--- config.mk ---
export PLATFORM = sky130hd
export DESIGN_NAME = matrix_mopa_unit
export DESIGN_NICKNAME = d
export VERILOG_FILES = /design/src/rtl/matrix_mopa_unit.sv
export SDC_FILE = /design/constraint.sdc
export NUM_CORES = 2
export LEC_CHECK = 0
export ABC_AREA = 1
export BUFFER_PORTS_ARGS = -buffer_cell sky130_fd_sc_hd__clkbuf_2
export CAP_MARGIN = 15
export CORE_MARGIN = 2
export CORE_UTILIZATION = 29
export DETAILED_ROUTE_END_ITERATION = 8
export MAX_ROUTING_LAYER = met4
export SLEW_MARGIN = 20
export SYNTH_ARGS = -nofsm -noshare
export SYNTH_HDL_FRONTEND = slang
export SYNTH_SLANG_ARGS = --single-unit
--- constraint.sdc ---
create_clock -name clk -period 9.1 [get_ports clk]
set_clock_uncertainty 0.1 [all_clocks]
set_input_delay 1.365 -clock clk [delete_from_list [all_inputs] [get_ports clk]]
set_output_delay 1.365 -clock clk [all_outputs]
set_load 0.02 [all_outputs]
--- src/rtl/matrix_mopa_unit.sv ---
// Outer-product-accumulate engine for the 4x4 int8 matrix tile: snapshots the
// tile, folds in +/- a*b^T one row per cycle, then issues one bulk write.
module matrix_mopa_unit (
    input  logic             clk,
    input  logic             rst,
    input  logic             start,
    input  logic [31:0]      op_a,
    input  logic [31:0]      op_b,
    input  logic             sub,
    input  logic             sat,
    input  logic [3:0][31:0] m_in,
    output logic             busy,
    output logic             done,
    output logic             mopa_en,
    output logic [3:0][31:0] mopa_data,
    output logic [1:0]       dbg_state_o
);

    typedef enum logic [1:0] {
        IDLE  = 2'd0,
        CALC  = 2'd1,
        WRITE = 2'd2
    } state_t;

    // Handshake: start is a request sampled only in IDLE; mopa_en/done form a
    // single-cycle strobe with mopa_data valid in that same cycle.
    state_t           state_q, state_d;
    logic [1:0]       row_q, row_d;
    logic [31:0]      a_q, a_d;
    logic [31:0]      b_q, b_d;
    logic             sub_q, sub_d;
    logic             sat_q, sat_d;
    logic [3:0][31:0] m_q, m_d;
    logic [3:0][31:0] res_q, res_d;
    logic [31:0]      row_val;

    function automatic logic [7:0] lane_op(input logic [7:0] e,
                                           input logic [7:0] a,
                                           input logic [7:0] b,
                                           input logic       do_sub,
                                           input logic       do_sat);
        logic signed [15:0] p;
        logic        [16:0] s;
        logic        [7:0]  r;
        p = $signed(a) * $signed(b);
        s = {{9{e[7]}}, e};
        s = do_sub ? (s - {p[15], p}) : (s + {p[15], p});
        r = s[7:0];
        // Bits above the int8 range disagree with the sign bit => out of range.
        if (do_sat) begin
            if (!s[16] && (s[15:7] != 9'h000)) begin
                r = 8'h7F;
            end else if (s[16] && (s[15:7] != 9'h1FF)) begin
                r = 8'h80;
            end
        end
        return r;
    endfunction

    always_comb begin
        row_val = '0;
        for (int j = 0; j < 4; j++) begin
            row_val[8*j +: 8] = lane_op(m_q[row_q][8*j +: 8],
                                        a_q[{row_q, 3'b000} +: 8],
                                        b_q[8*j +: 8],
                                        sub_q, sat_q);
        end
    end

    always_comb begin
        state_d = state_q;
        row_d   = row_q;
        a_d     = a_q;
        b_d     = b_q;
        sub_d   = sub_q;
        sat_d   = sat_q;
        m_d     = m_q;
        res_d   = res_q;
        case (state_q)
            IDLE: begin
                if (start) begin
                    a_d     = op_a;
                    b_d     = op_b;
                    sub_d   = sub;
                    sat_d   = sat;
                    m_d     = m_in;
                    row_d   = 2'd0;
                    state_d = CALC;
                end
            end
            CALC: begin
                res_d[row_q] = row_val;
                row_d        = row_q + 2'd1;
                if (row_q == 2'd3) begin
                    state_d = WRITE;
                end
            end
            WRITE: begin
                state_d = IDLE;
            end
            default: begin
                state_d = IDLE;
            end
        endcase
    end

    always_ff @(posedge clk) begin
        if (!rst) begin
            state_q <= IDLE;
            row_q   <= 2'd0;
            a_q     <= '0;
            b_q     <= '0;
            sub_q   <= 1'b0;
            sat_q   <= 1'b0;
            m_q     <= '0;
            res_q   <= '0;
        end else begin
            state_q <= state_d;
            row_q   <= row_d;
            a_q     <= a_d;
            b_q     <= b_d;
            sub_q   <= sub_d;
            sat_q   <= sat_d;
            m_q     <= m_d;
            res_q   <= res_d;
        end
    end

    assign busy        = (state_q != IDLE);
    assign mopa_en     = (state_q == WRITE);
    assign done        = (state_q == WRITE);
    assign mopa_data   = res_q;
    assign dbg_state_o = state_q;

endmodule

==> impl_results.md <==
* Layout Nets at 4911
* R2R cell count at 35
* Worst-path clk slew at 0.06 ns
* Post-route ant nets at 0
* Max VDD drop at 115 uV
* #FFs+latches synth at 326
* Vias at 26224
* RSZ-0062 raised after global routing: no
* HP Start: m_q[49]$_SDFFE_PN0P_
* Max Slew Vio Count at 0
* Max frequency at 121 MHz
* Worst skew pair latency at 0.58 ns
* Flop2flop setup slack at 0.80 ns
* Netlist cell types at 59
* Initial antenna violation count at 2
* WL/cell at 15.8 um
* Yosys warning count at 0
* Final hold vios at 0
* GPL Wtd Cong at 0.896
* Most used cell, CP: nand2_1
* Largest net degree at the start of global routing at 148
* CP max-delay cell: nand2_1
* Area leader, netlist: dfxtp_1
* Top_reg_cell synth: dfxtp_1
* DRT iter0 DRCs at 1729
* Mapped Cells at 4071
* Ratio of final minimum period to clock period at 91.2%
* CTS Sinks at 326
* Critical setup path kind: reg2reg
* Final wirelength at 89.0 mm
* Wire length of the first global-routing pass at 142 mm
* Die area at 102000 um^2
* Vias in the first global route at 26193
* Drt drc at 0
* Total track usage at 18.0%
* I/O pin count at 330
* Worst Tran Pin Value at 1.06 ns
* Number of synthesized flops with an enable pin at 0
* P_leak at 16.9 nW
* Hold EP: m_q[49]$_SDFFE_PN0P_
* CTS buffer count at 40
* Die Span X at 319 um
* Status: complete, no violations
* Clock root cell: clkbuf_16
* Starting Density at 29.3%
* PortBufs at 329
* Maximum level of the CTS H-tree at 2
* Total core area at 98300 um^2
* Worst EP arrival at 8.68 ns
* CP required at 9.48 ns
* WHS at 0.377 ns
* Hold WC Path Type: reg2reg
* RR Startpoint: row_q[0]$_SDFFE_PN0P_
* CTS Hold Bufs at 0
* Crit. End Element: flop
* Final worst setup slack at 0.804 ns
* CTS tree: yes
* Worst slack, placed at 0.878 ns
* Syn_nets at 4680
* Post-CTS Setup Bufs at 0
* Fillers at 10609
* FFs w/ async S/R, synth at 0%
* Total negative setup slack at 0 ns
* Slowest stage delay, CP at 0.60 ns
* Setup violators final at 0
* Mean area per synthesized cell at 7.06 um^2
* Number of core rows at 115
* Worst setup SP type: flop
* Post-synth top area share at 22.7%
* Fraction of layout cells with a size suffix above 1 at 11.1%
* P&R area growth vs syn at 14.6%
* Power Density at 238 nW/um^2
* Min-Delay Path Depth at 2
* Post-CTS sizing at 0
* Critical path fanouts, max at 28
* Final HPWL DP at 70.1 mm
* Final period demand of the worst path at 8.30 ns
* Routed vias/inst at 4.66
* Terminus of the critical flop-to-flop path: mopa_data[91]$_SDFFE_PN0P_
* Clock tree buffer depth at 3
* Slew HR at 29.2%
* Seq/Total Area, Yosys at 22.7%
* GRT overflow at 0
* Most common cell after layout, fill and taps aside: inv_1
* Max-cap violations at 0
* Cell Area, Synth at 28800 um^2
* Chip height at 319 um
* Commonest cells after routing, fill and taps aside: 743 x inv_1, 650 x nor2_1, 609 x nand2_1
* Area contributors post-synth: dfxtp_1 23%, fa_1 16%, inv_1 9.7%
* DR pass1 iterations at 5
how the worst max path moves through the flow:
stage	cells past startpoint	slack, ns	endpoint	startpoint
finish	35	0.80	mopa_data[91]$_SDFFE_PN0P_	row_q[0]$_SDFFE_PN0P_
global route	35	0.03	mopa_data[124]$_SDFFE_PN0P_	row_q[0]$_SDFFE_PN0P_
CTS	38	0.83	mopa_data[91]$_SDFFE_PN0P_	row_q[0]$_SDFFE_PN0P_
detailed placement	34	0.88	mopa_data[99]$_SDFFE_PN0P_	row_q[0]$_SDFFE_PN0P_
global placement	38	0.95	mopa_data[124]$_SDFFE_PN0P_	row_q[0]$_SDFFE_PN0P_
floorplan	42	1.76	mopa_data[89]$_SDFFE_PN0P_	row_q[0]$_SDFFE_PN0P_
critical path: cells and delay by family (launching register included):
family                     cells  cell delay [ns]
buffers and inverters          7             0.94
AOI/OAI and AO/OA              2             0.49
adders and majority gates      6             2.53
DFF                            1             0.59
xor gates and xnor gates       3             0.58
and+or+nand+nor               17             2.91
power breakdown:
| part | total (mW) | switching (mW) | internal (mW) | leakage [nW] |
|---|---|---|---|---|
| registers | 1.60 | 0.0693 | 1.54 | 2.68 |
| clock network | 1.68 | 0.712 | 0.967 | 0.665 |
| logic | 4.55 | 2.99 | 1.55 | 13.6 |
| total | 7.83 | 3.77 | 4.06 | 16.9 |
per-stage QoR:
step	power, mW	utilization [%]	cell area [um^2]	std cells
3_5_place_dp	6.18	32.1	31600	5547
3_3_place_gp	6.17	32.1	31600	5547
4_1_cts	7.90	33.5	32900	5621
2_1_floorplan	5.04	-	28800	4071
5_1_grt	8.56	33.5	32900	5623
6_report	7.83	33.5	32900	5623
registers in the layout, summed over array words and instances, names as in the netlist:
signal	flops
sat_q	1
b_q	32
dbg_state_o	2
a_q	32
row_q	2
m_q	128
mopa_data	128
sub_q	1
metal layers:
metal	wire, um	vias up	GRT usage [%]
li1	-	13146	-
met1	38900	12424	21.9
met3	3560	110	2.10
met4	2060	0	4.14
met2	44400	544	31.6
met5	0	-	-
Yosys cell counts, types with 3 or more instances:
cell,number
inv_1,743
nor2_1,651
nand2_1,610
dfxtp_1,326
o21ai_0,294
nand3_1,239
fa_1,224
ha_1,188
a21oi_1,139
clkbuf_1,135
o21a_1,120
xor2_1,99
xnor2_1,55
nand4_1,28
o22ai_1,23
nor3_1,20
buf_1,18
nand3b_1,12
nand2_2,11
nand3_2,10
o211ai_1,10
a21o_1,9
o21bai_1,8
buf_2,7
clkinv_1,7
inv_2,7
a32oi_1,6
buf_6,6
or2_2,6
o31ai_1,5
a21oi_2,4
a31oi_1,4
a32o_1,4
a211oi_1,3
nor4_1,3
o21ai_1,3
cell type report:
type	instances	area, um^2	share of cell area, %
multi-input cells	2819	18700	56.8
flip-flops and latches	326	6530	19.8
inverters	758	2850	8.65
repair buffers	357	1870	5.67
well taps	1287	1610	4.89
clock buffers	56	1120	3.40
clock inverters	18	254	0.771
diodes	2	5.00	0.0152
cell families after synthesis:
group                    Yosys count  share of synthesized area (%)
AND/OR/NAND/NOR                 1608                           23.3
buffers and inverters            926                           12.3
AO/OA/AOI/OAI                    641                           13.0
adder cells (fa/ha/maj)          412                           23.8
flip-flops                       326                           22.7
XOR/XNOR                         158                           4.92
No activity file was read; power rests on OpenSTA's default activity.
